<file path="src/rtl/core_c1_pipe_ctrl.sv">
`default_nettype none
// ============================================================================
// Module   : core_c1_pipe_ctrl
// Purpose  : C1 RV32I hazard controller - load-use stall, MDU hold, redirect
//            flush and stall-cycle performance counter.
// Revision : 1.0 - initial release
// ============================================================================
module core_c1_pipe_ctrl #(
    parameter int MDU_CYCLES   = 4,
    parameter int FLUSH_CYCLES = 2,
    parameter int CNT_W        = 32
) (
    input  logic             clk,
    input  logic             rst,
    input  logic             ifu_inst_valid,
    input  logic [4:0]       ifu_rs1_idx,
    input  logic [4:0]       ifu_rs2_idx,
    input  logic             ifu_rs1_used,
    input  logic             ifu_rs2_used,
    input  logic             exu_inst_valid,
    input  logic [4:0]       exu_rd_idx,
    input  logic             exu_is_load,
    input  logic             exu_mdu_op,
    input  logic             exu_redirect,
    output logic             exu_pause,
    output logic             ifu_stall,
    output logic             exu_bubble,
    output logic             ifu_flush,
    output logic             mdu_result_valid,
    output logic [CNT_W-1:0] perf_stall_cnt
);

    typedef enum logic [1:0] {
        RUN      = 2'd0,
        MDU_WAIT = 2'd1,
        FLUSH    = 2'd2
    } state_t;

    localparam logic [3:0]       MDU_LOAD   = 4'(MDU_CYCLES - 2);
    localparam logic [3:0]       FLUSH_LOAD = 4'(FLUSH_CYCLES - 2);
    localparam logic [CNT_W-1:0] CNT_ONE    = {{(CNT_W-1){1'b0}}, 1'b1};

    state_t           state;
    logic [3:0]       cnt;
    logic [CNT_W-1:0] stall_cnt;

    logic mdu_start;
    logic redirect_hit;
    logic rs1_match;
    logic rs2_match;
    logic load_use;

    assign mdu_start    = exu_inst_valid & exu_mdu_op;
    assign redirect_hit = exu_inst_valid & exu_redirect & ~exu_mdu_op;
    assign rs1_match    = ifu_rs1_used & (ifu_rs1_idx == exu_rd_idx);
    assign rs2_match    = ifu_rs2_used & (ifu_rs2_idx == exu_rd_idx);
    // x0 is never a real producer, so it can never create a hazard
    assign load_use     = exu_inst_valid & exu_is_load & (exu_rd_idx != 5'd0)
                        & ifu_inst_valid & (rs1_match | rs2_match);

    always_comb begin
        exu_pause        = 1'b0;
        ifu_stall        = 1'b0;
        exu_bubble       = 1'b0;
        ifu_flush        = 1'b0;
        mdu_result_valid = 1'b0;
        if (!rst) begin
            unique case (state)
                RUN: begin
                    if (mdu_start) begin
                        exu_pause = 1'b1;
                        ifu_stall = 1'b1;
                    end else if (redirect_hit) begin
                        ifu_flush  = 1'b1;
                        exu_bubble = 1'b1;
                    end else if (load_use) begin
                        ifu_stall  = 1'b1;
                        exu_bubble = 1'b1;
                    end
                end
                MDU_WAIT: begin
                    exu_pause        = (cnt != 4'd0);
                    ifu_stall        = (cnt != 4'd0);
                    mdu_result_valid = (cnt == 4'd0);
                end
                FLUSH: begin
                    exu_bubble = 1'b1;
                end
                default: begin
                    exu_pause = 1'b0;
                end
            endcase
        end
    end

    assign perf_stall_cnt = rst ? '0 : stall_cnt;

    always_ff @(posedge clk) begin
        if (rst) begin
            state     <= RUN;
            cnt       <= 4'd0;
            stall_cnt <= '0;
        end else begin
            if (ifu_stall) begin
                stall_cnt <= stall_cnt + CNT_ONE;
            end
            unique case (state)
                RUN: begin
                    if (mdu_start) begin
                        state <= MDU_WAIT;
                        cnt   <= MDU_LOAD;
                    end else if (redirect_hit && (FLUSH_CYCLES > 1)) begin
                        state <= FLUSH;
                        cnt   <= FLUSH_LOAD;
                    end
                end
                MDU_WAIT, FLUSH: begin
                    if (cnt == 4'd0) begin
                        state <= RUN;
                    end else begin
                        cnt <= cnt - 4'd1;
                    end
                end
                default: begin
                    state <= RUN;
                    cnt   <= 4'd0;
                end
            endcase
        end
    end

endmodule
`default_nettype wire

</file>
<file path="config.mk">
export PLATFORM = sky130hd
export DESIGN_NAME = core_c1_pipe_ctrl
export DESIGN_NICKNAME = d
export VERILOG_FILES = /design/src/rtl/core_c1_pipe_ctrl.sv
export SDC_FILE = /design/constraint.sdc
export NUM_CORES = 1
export LEC_CHECK = 0
export CORE_AREA = 2 2 74 76
export DETAILED_ROUTE_END_ITERATION = 10
export DIE_AREA = 0 0 76 78
export PLACE_DENSITY = 0.77
export RECOVER_POWER = 100
export SLEW_MARGIN = 20
export SYNTH_ARGS = -nofsm -noshare
export SYNTH_HDL_FRONTEND = slang
export SYNTH_SLANG_ARGS = --single-unit
</file>
<file path="constraint.sdc">
create_clock -name clk -period 3 [get_ports clk]
set_input_delay 0.45 -clock clk [delete_from_list [all_inputs] [get_ports clk]]
set_output_delay 0.45 -clock clk [all_outputs]
set_load 0.01 [all_outputs]
</file>
==> results of run 1 <==
-- layout make-up --
| cell class | count | share of cell area |
|---|---|---|
| multi-input cells | 236 | 0.468 |
| flip-flops and latches | 38 | 0.238 |
| repair buffers | 70 | 0.216 |
| well taps | 70 | 0.0273 |
| clock buffers | 7 | 0.0238 |
| inverters | 15 | 0.0176 |
| clock inverters | 1 | 0.00938 |
-- power by group through the flow --
stage	clock (uW)	sequential, uW	combinational, uW
5_1_grt	459	521	181
3_5_place_dp	0	532	164
2_1_floorplan	0	529	93.3
6_report	433	520	161
3_3_place_gp	0	532	158
4_1_cts	445	520	166
-- per-stage QoR --
stage / total power [uW] / hold slack (ps) / instance area [um2] / worst slack, ps / utilization
final: 1110 / 481 / 3200 / 218 / 0.635
after global routing: 1160 / 510 / 3200 / 93.4 / 0.635
after CTS: 1130 / 478 / 3230 / 1.24 / 0.641
after detailed placement: 696 / 467 / 3130 / 8.81 / 0.620
after global placement: 690 / 457 / 3130 / 28.8 / 0.620
after floorplan: 623 / 444 / 2410 / 901 / -
-- path summary, 6_finish.rpt --
kind | from | end | slack, ps | cells past startpoint
max | cnt[0]$_SDFFE_PP0P_ | exu_pause | 220 | 7
min | stall_cnt[30]$_SDFFE_PP0P_ | stall_cnt[30]$_SDFFE_PP0P_ | 480 | 2
max reg2reg | cnt[0]$_SDFFE_PP0P_ | stall_cnt[12]$_SDFFE_PP0P_ | 580 | 10
min reg2reg | stall_cnt[30]$_SDFFE_PP0P_ | stall_cnt[30]$_SDFFE_PP0P_ | 480 | 2
-- per-layer routing --
layer | track usage | routed length [um]
met1 | 0.249 | 2610
met2 | 0.340 | 2770
met3 | 0.0314 | 161
met4 | 0.0655 | 85
met5 | 0 | 0
-- synthesized netlist by cell type (3+ instances only) --
cell type	n
o21ai_1	5
o21ai_0	12
clkbuf_1	6
dfxtp_1	38
o31ai_1	4
a21oi_1	21
nor2b_1	23
nand4_1	7
nor3b_1	3
nand2b_1	3
inv_1	15
nor2_1	40
mux2_4	7
or3_1	10
or4_1	5
nor3_1	10
xnor2_1	12
ha_1	7
nor3_2	3
nand3_1	8
mux2_1	3
nand2_1	23
-- placed cells by master, fill, tap and decap left out, drive strengths merged, types with 2 or more instances in the layout --
| cell type | count |
|---|---|
| a21oi | 23 |
| and2 | 2 |
| buf | 8 |
| clkbuf | 10 |
| clkdlybuf4s50 | 27 |
| dfxtp | 38 |
| dlygate4sd3 | 29 |
| dlymetal6s2s | 2 |
| ha | 7 |
| inv | 15 |
| mux2 | 12 |
| mux2i | 2 |
| nand2 | 23 |
| nand2b | 3 |
| nand3 | 8 |
| nand3b | 2 |
| nand4 | 9 |
| nand4b | 2 |
| nor2 | 40 |
| nor2b | 23 |
| nor3 | 13 |
| nor3b | 3 |
| nor4 | 3 |
| o21ai | 17 |
| o31ai | 4 |
| or3 | 10 |
| or4 | 6 |
| xnor2 | 12 |
-- worst reg2reg max path, cell delays in order, from the launching register on --
cell,delay (ps)
dfxtp_1,340
inv_1,90
ha_1,160
or3b_1,400
a21boi_1,220
buf_4,170
nor2_1,50
a21oi_1,270
buf_4,230
nor3_1,70
mux2_4,300
-- logic make-up (layout without fill, tap and decap cells) --
kind of cell	after synthesis	in the layout	share of synthesized area
AO/OA/AOI/OAI	53	53	0.135
XOR/XNOR	12	12	0.0435
adder cells (fa/ha/maj)	7	7	0.0363
buffers and inverters	27	93	0.0529
flip-flops	38	38	0.315
multiplexers	14	14	0.0752
AND/OR/NAND/NOR	150	150	0.342
-- flip-flops by register name (all words and copies together) (netlist names) --
signal and count:
stall_cnt 32, cnt 4, state 2
-- timing repair --
| item | 4_1_cts | 5_1_grt |
|---|---|---|
| gates resized for setup | 0 | 3 |
| setup endpoints to repair | 0 | 2 |
| endpoints found under the hold margin | 0 | 0 |
==> metrics.txt, run 1 <==
Rows 26; Synth Instances about 300; nets about 400; Final HPWL DP roughly 4200 um; post-synthesis sequential area ratio 0.315; CP endpoint kind primary output; Worst-Margin Slew between 700 and 800 ps; DIE HEIGHT between 70 and 80 um; core area slightly above 5000 um2; Syn Area/Cell around 8 um2; first-pass GRT wire length around 9700 um; Yosys top cell by area dfxtp_1; proportion of power drawn by combinational gates 0.144; Fin. Hold Viols 0; Vias roughly 2,300; family with the most delay on the worst path buffers and inverters; Post-synth EDFFs 0; largest net degree at the start of global routing 32; die span in x 76 um; Max Transition Viols Final 0; GRT overflow 0; worst-path fanout max 4; unrepaired setup endpoints after global routing no; Int Pwr ~840 uW; initial antenna violation count 0; Fillers between 400 and 500; Synth Cell Area 2410 um2; placed insts approximately 430; PD cells between 300 and 400 nW/um2; maximum clock frequency 359 MHz; Reg area approximately 760 um2; clock skew approximately 4.1 ps; CP Buf/Inv Count 3; synth warn 0; multi-input logic area between 1500 and 2000 um2; Routed WL 5630 um; Total Routing Usage GR 0.196; crit share post-route 0.927; post-route ant nets 0; ys flop type dfxtp_1; sequential share of power 0.467; critical path cell sequence inv_1 -> ha_1 -> or3b_1 -> a21boi_1 -> buf_4 -> nor2_1 -> dlygate4sd3_1; layout cell share with drive strength beyond 1 0.0763; antenna cells 0; fin cells between 400 and 500; Initial Util 0.479; Worst Path Arrival 2330 ps; clk buf depth 2; Slew Limit Headroom 0.495; #FFs+latches synth 38; number of setup buffers added after CTS 0; CP Launch Type flip-flop; Synth top area share 0.315; die area ~5900 um2; net load switching power ~280 uW; number of hold buffers added after CTS 0; Worst path slowest cell dlygate4sd3_1; Worst path max stage delay between 600 and 700 ps; leading post-synthesis cells by cell area dfxtp_1 32%, nor2_1 6.2%, nor2b_1 6.0%; Area growth syn-to-layout 32.7%; Hold WC Path Type reg -> reg; Setup violations, final 0; CTS tree built; CTS Sinks 38; vias in the first global route about 2,100; Placer Congestion roughly 0.8; Via-to-Cell Ratio around 5.3; Peak VDD IR ~0.00038 V; wire length per cell ~13 um; Async S/R FF share, synth 0; Final min period around 2800 ps; drt drc 0; CTS Buf Count 5; Lkg Pwr 0.00125 uW; H-Tree Depth 2; DRT Pass-1 Iters 4; Iter 0 DRT Violations 131; Ports 61; status finished, final reports clean; clk root buf clkbuf_8; switching share of power 0.247; Yosys cell types 48; Clock Pin Slew Worst Setup and Hold Paths ~80 ps; setup TNS 0 ps; CP Data Required Time between 2000 and 3000 ps; syn nets ~330; WS Path Type reg -> out; Clk network pwr share 0.389; IO Port Bufs 60; Worst-Skew Late Latency 290 ps; Max-cap violations 0
Note: power is estimated with default switching activity, not from simulation.
==> run 2, diff against run 1 <==
--- a/config.mk
+++ b/config.mk
@@ -7,2 +7,3 @@
 export LEC_CHECK = 0
+export CAP_MARGIN = 20
 export CORE_AREA = 2 2 74 76
--- a/constraint.sdc
+++ b/constraint.sdc
@@ -3,2 +3,2 @@
 set_output_delay 0.45 -clock clk [all_outputs]
-set_load 0.01 [all_outputs]
+set_load 0.05 [all_outputs]
==> metrics.txt, run 2 (synthesis gave the netlist of run 1 again) <==
worst slack at placement 260 ps; Total Routing Usage GR 0.188; Vias between 2,000 and 2,500; Max-cap violations 0; Worst-Skew Late Latency ~290 ps; Via-to-Cell Ratio about 5.2; H-Tree Depth 2; Fillers between 400 and 500; Final HPWL DP around 4200 um; post-route setup slack ~130 ps; drt drc 0; DP Area around 3000 um2; family with the most delay on the worst path buffers and inverters; Clock Pin Slew Worst Setup and Hold Paths about 80 ps; clk buf depth 2; unrepaired setup endpoints after global routing no; die area approximately 6000 um2; clock skew 11.1 ps; Slew Limit Headroom 0.522; Worst Path Arrival 2420 ps; maximum clock frequency approximately 350 MHz; PD cells roughly 360 nW/um2; status finished, final reports clean; Lkg Pwr around 0.0012 uW; max FFs per register 32; CP Launch Type input pin; Setup violations, final 0; Fin. Hold Viols 0; Worst path max stage delay 600 ps; CTS Sinks 38; setup TNS 0 ps; CP Buf/Inv Count 2; Initial Util 0.479; Rows 26; crit share post-route 0.955; first-pass GRT wire length approximately 9400 um; most flop-heavy register stall_cnt; commonest non-fill, non-tap cell in the layout nor2_1; core area between 5000 and 6000 um2; largest registers stall_cnt (32), cnt (4), state (2); Ports 61; IO Port Bufs 60; Placer Congestion a little under 0.9; Iter 0 DRT Violations 126; Area growth syn-to-layout 31.6%; Peak VDD IR between 0.0002 and 0.0003 V; CTS tree built; GRT overflow 0; Routed WL around 5600 um; largest net degree at the start of global routing 37; worst-path fanout max 5; WS Path Type in -> out; die span in x approximately 76 um; number of hold buffers added after CTS 0; vias in the first global route 2,153; layout cell share with drive strength beyond 1 0.0912; post-route ant nets 0; Worst path slowest cell dlygate4sd3_1; DRT Pass-1 Iters 4; Worst-Margin Slew about 720 ps; nets around 390; clk root buf clkbuf_8; initial antenna violation count 0; Final min period around 2900 ps; Hold WC Path Type reg -> reg; CTS Buf Count 5; Final Cell Area between 3000 and 4000 um2; post_cts resized 0; CP Data Required Time 2550 ps; number of setup buffers added after CTS 0; critical path cell sequence dlygate4sd3_1 -> or4_4 -> o2111ai_4 -> o21ai_0 -> a31oi_1 -> nor2_1 -> buf_4; DIE HEIGHT approximately 78 um; CP endpoint kind primary output; most frequent cells in the layout 40 x nor2_1, 38 x dfxtp_1, 35 x dlygate4sd3_1; Max Transition Viols Final 0; antenna cells 0; wire length per cell 12.9 um
## run 2: power breakdown
group | internal, uW | switching [uW]
logic | 79.5 | 95.6
clock network | 266 | 182
registers | 512 | 9.10
## run 2: worst register-to-register path, stage by stage, from the launching register on
cell and delay, ps:
dfxtp_1 340, inv_1 100, ha_1 150, or3b_1 380, a21boi_0 500, nor2_1 130
a21oi_2 120, buf_4 220, clkbuf_1 270, xnor2_1 160, nor2_1 50
## run 2: area by class of cell
type                    instances  area [um2]  share of cell area
well taps                      70        87.6              0.0276
inverters                      15        56.3              0.0177
repair buffers                 66         648               0.204
clock buffers                   6        82.6              0.0260
multi-input cells             236        1510               0.476
clock inverters                 1        30.0             0.00945
flip-flops and latches         38         761               0.239
## run 2: per-stage QoR
stage	utilization	hold WS, ps	std cells	power, uW
3_3_place_gp	0.612	452	425	704
3_5_place_dp	0.612	467	425	709
6_report	0.630	483	432	1140
2_1_floorplan	-	444	301	637
5_1_grt	0.630	507	432	1190
4_1_cts	0.634	478	432	1150
## run 2: path summary, 6_finish.rpt
| check | start | endpoint | slack [ps] | cells after the start |
|---|---|---|---|---|
| setup / recovery | exu_rd_idx[3] | exu_bubble | 130 | 7 |
| hold / removal | stall_cnt[30]$_SDFFE_PP0P_ | stall_cnt[30]$_SDFFE_PP0P_ | 480 | 2 |
| setup reg to reg | cnt[0]$_SDFFE_PP0P_ | stall_cnt[4]$_SDFFE_PP0P_ | 460 | 10 |
| hold reg to reg | stall_cnt[30]$_SDFFE_PP0P_ | stall_cnt[30]$_SDFFE_PP0P_ | 480 | 2 |
## run 2: metal layers
| metal | wire length [um] | vias to the layer above | GRT usage |
|---|---|---|---|
| li1 | - | 1167 | - |
| met1 | 2560 | 1039 | 0.231 |
| met2 | 2730 | 50 | 0.341 |
| met3 | 187 | 11 | 0.0302 |
| met4 | 74 | 0 | 0.0545 |
| met5 | 0 | - | 0 |
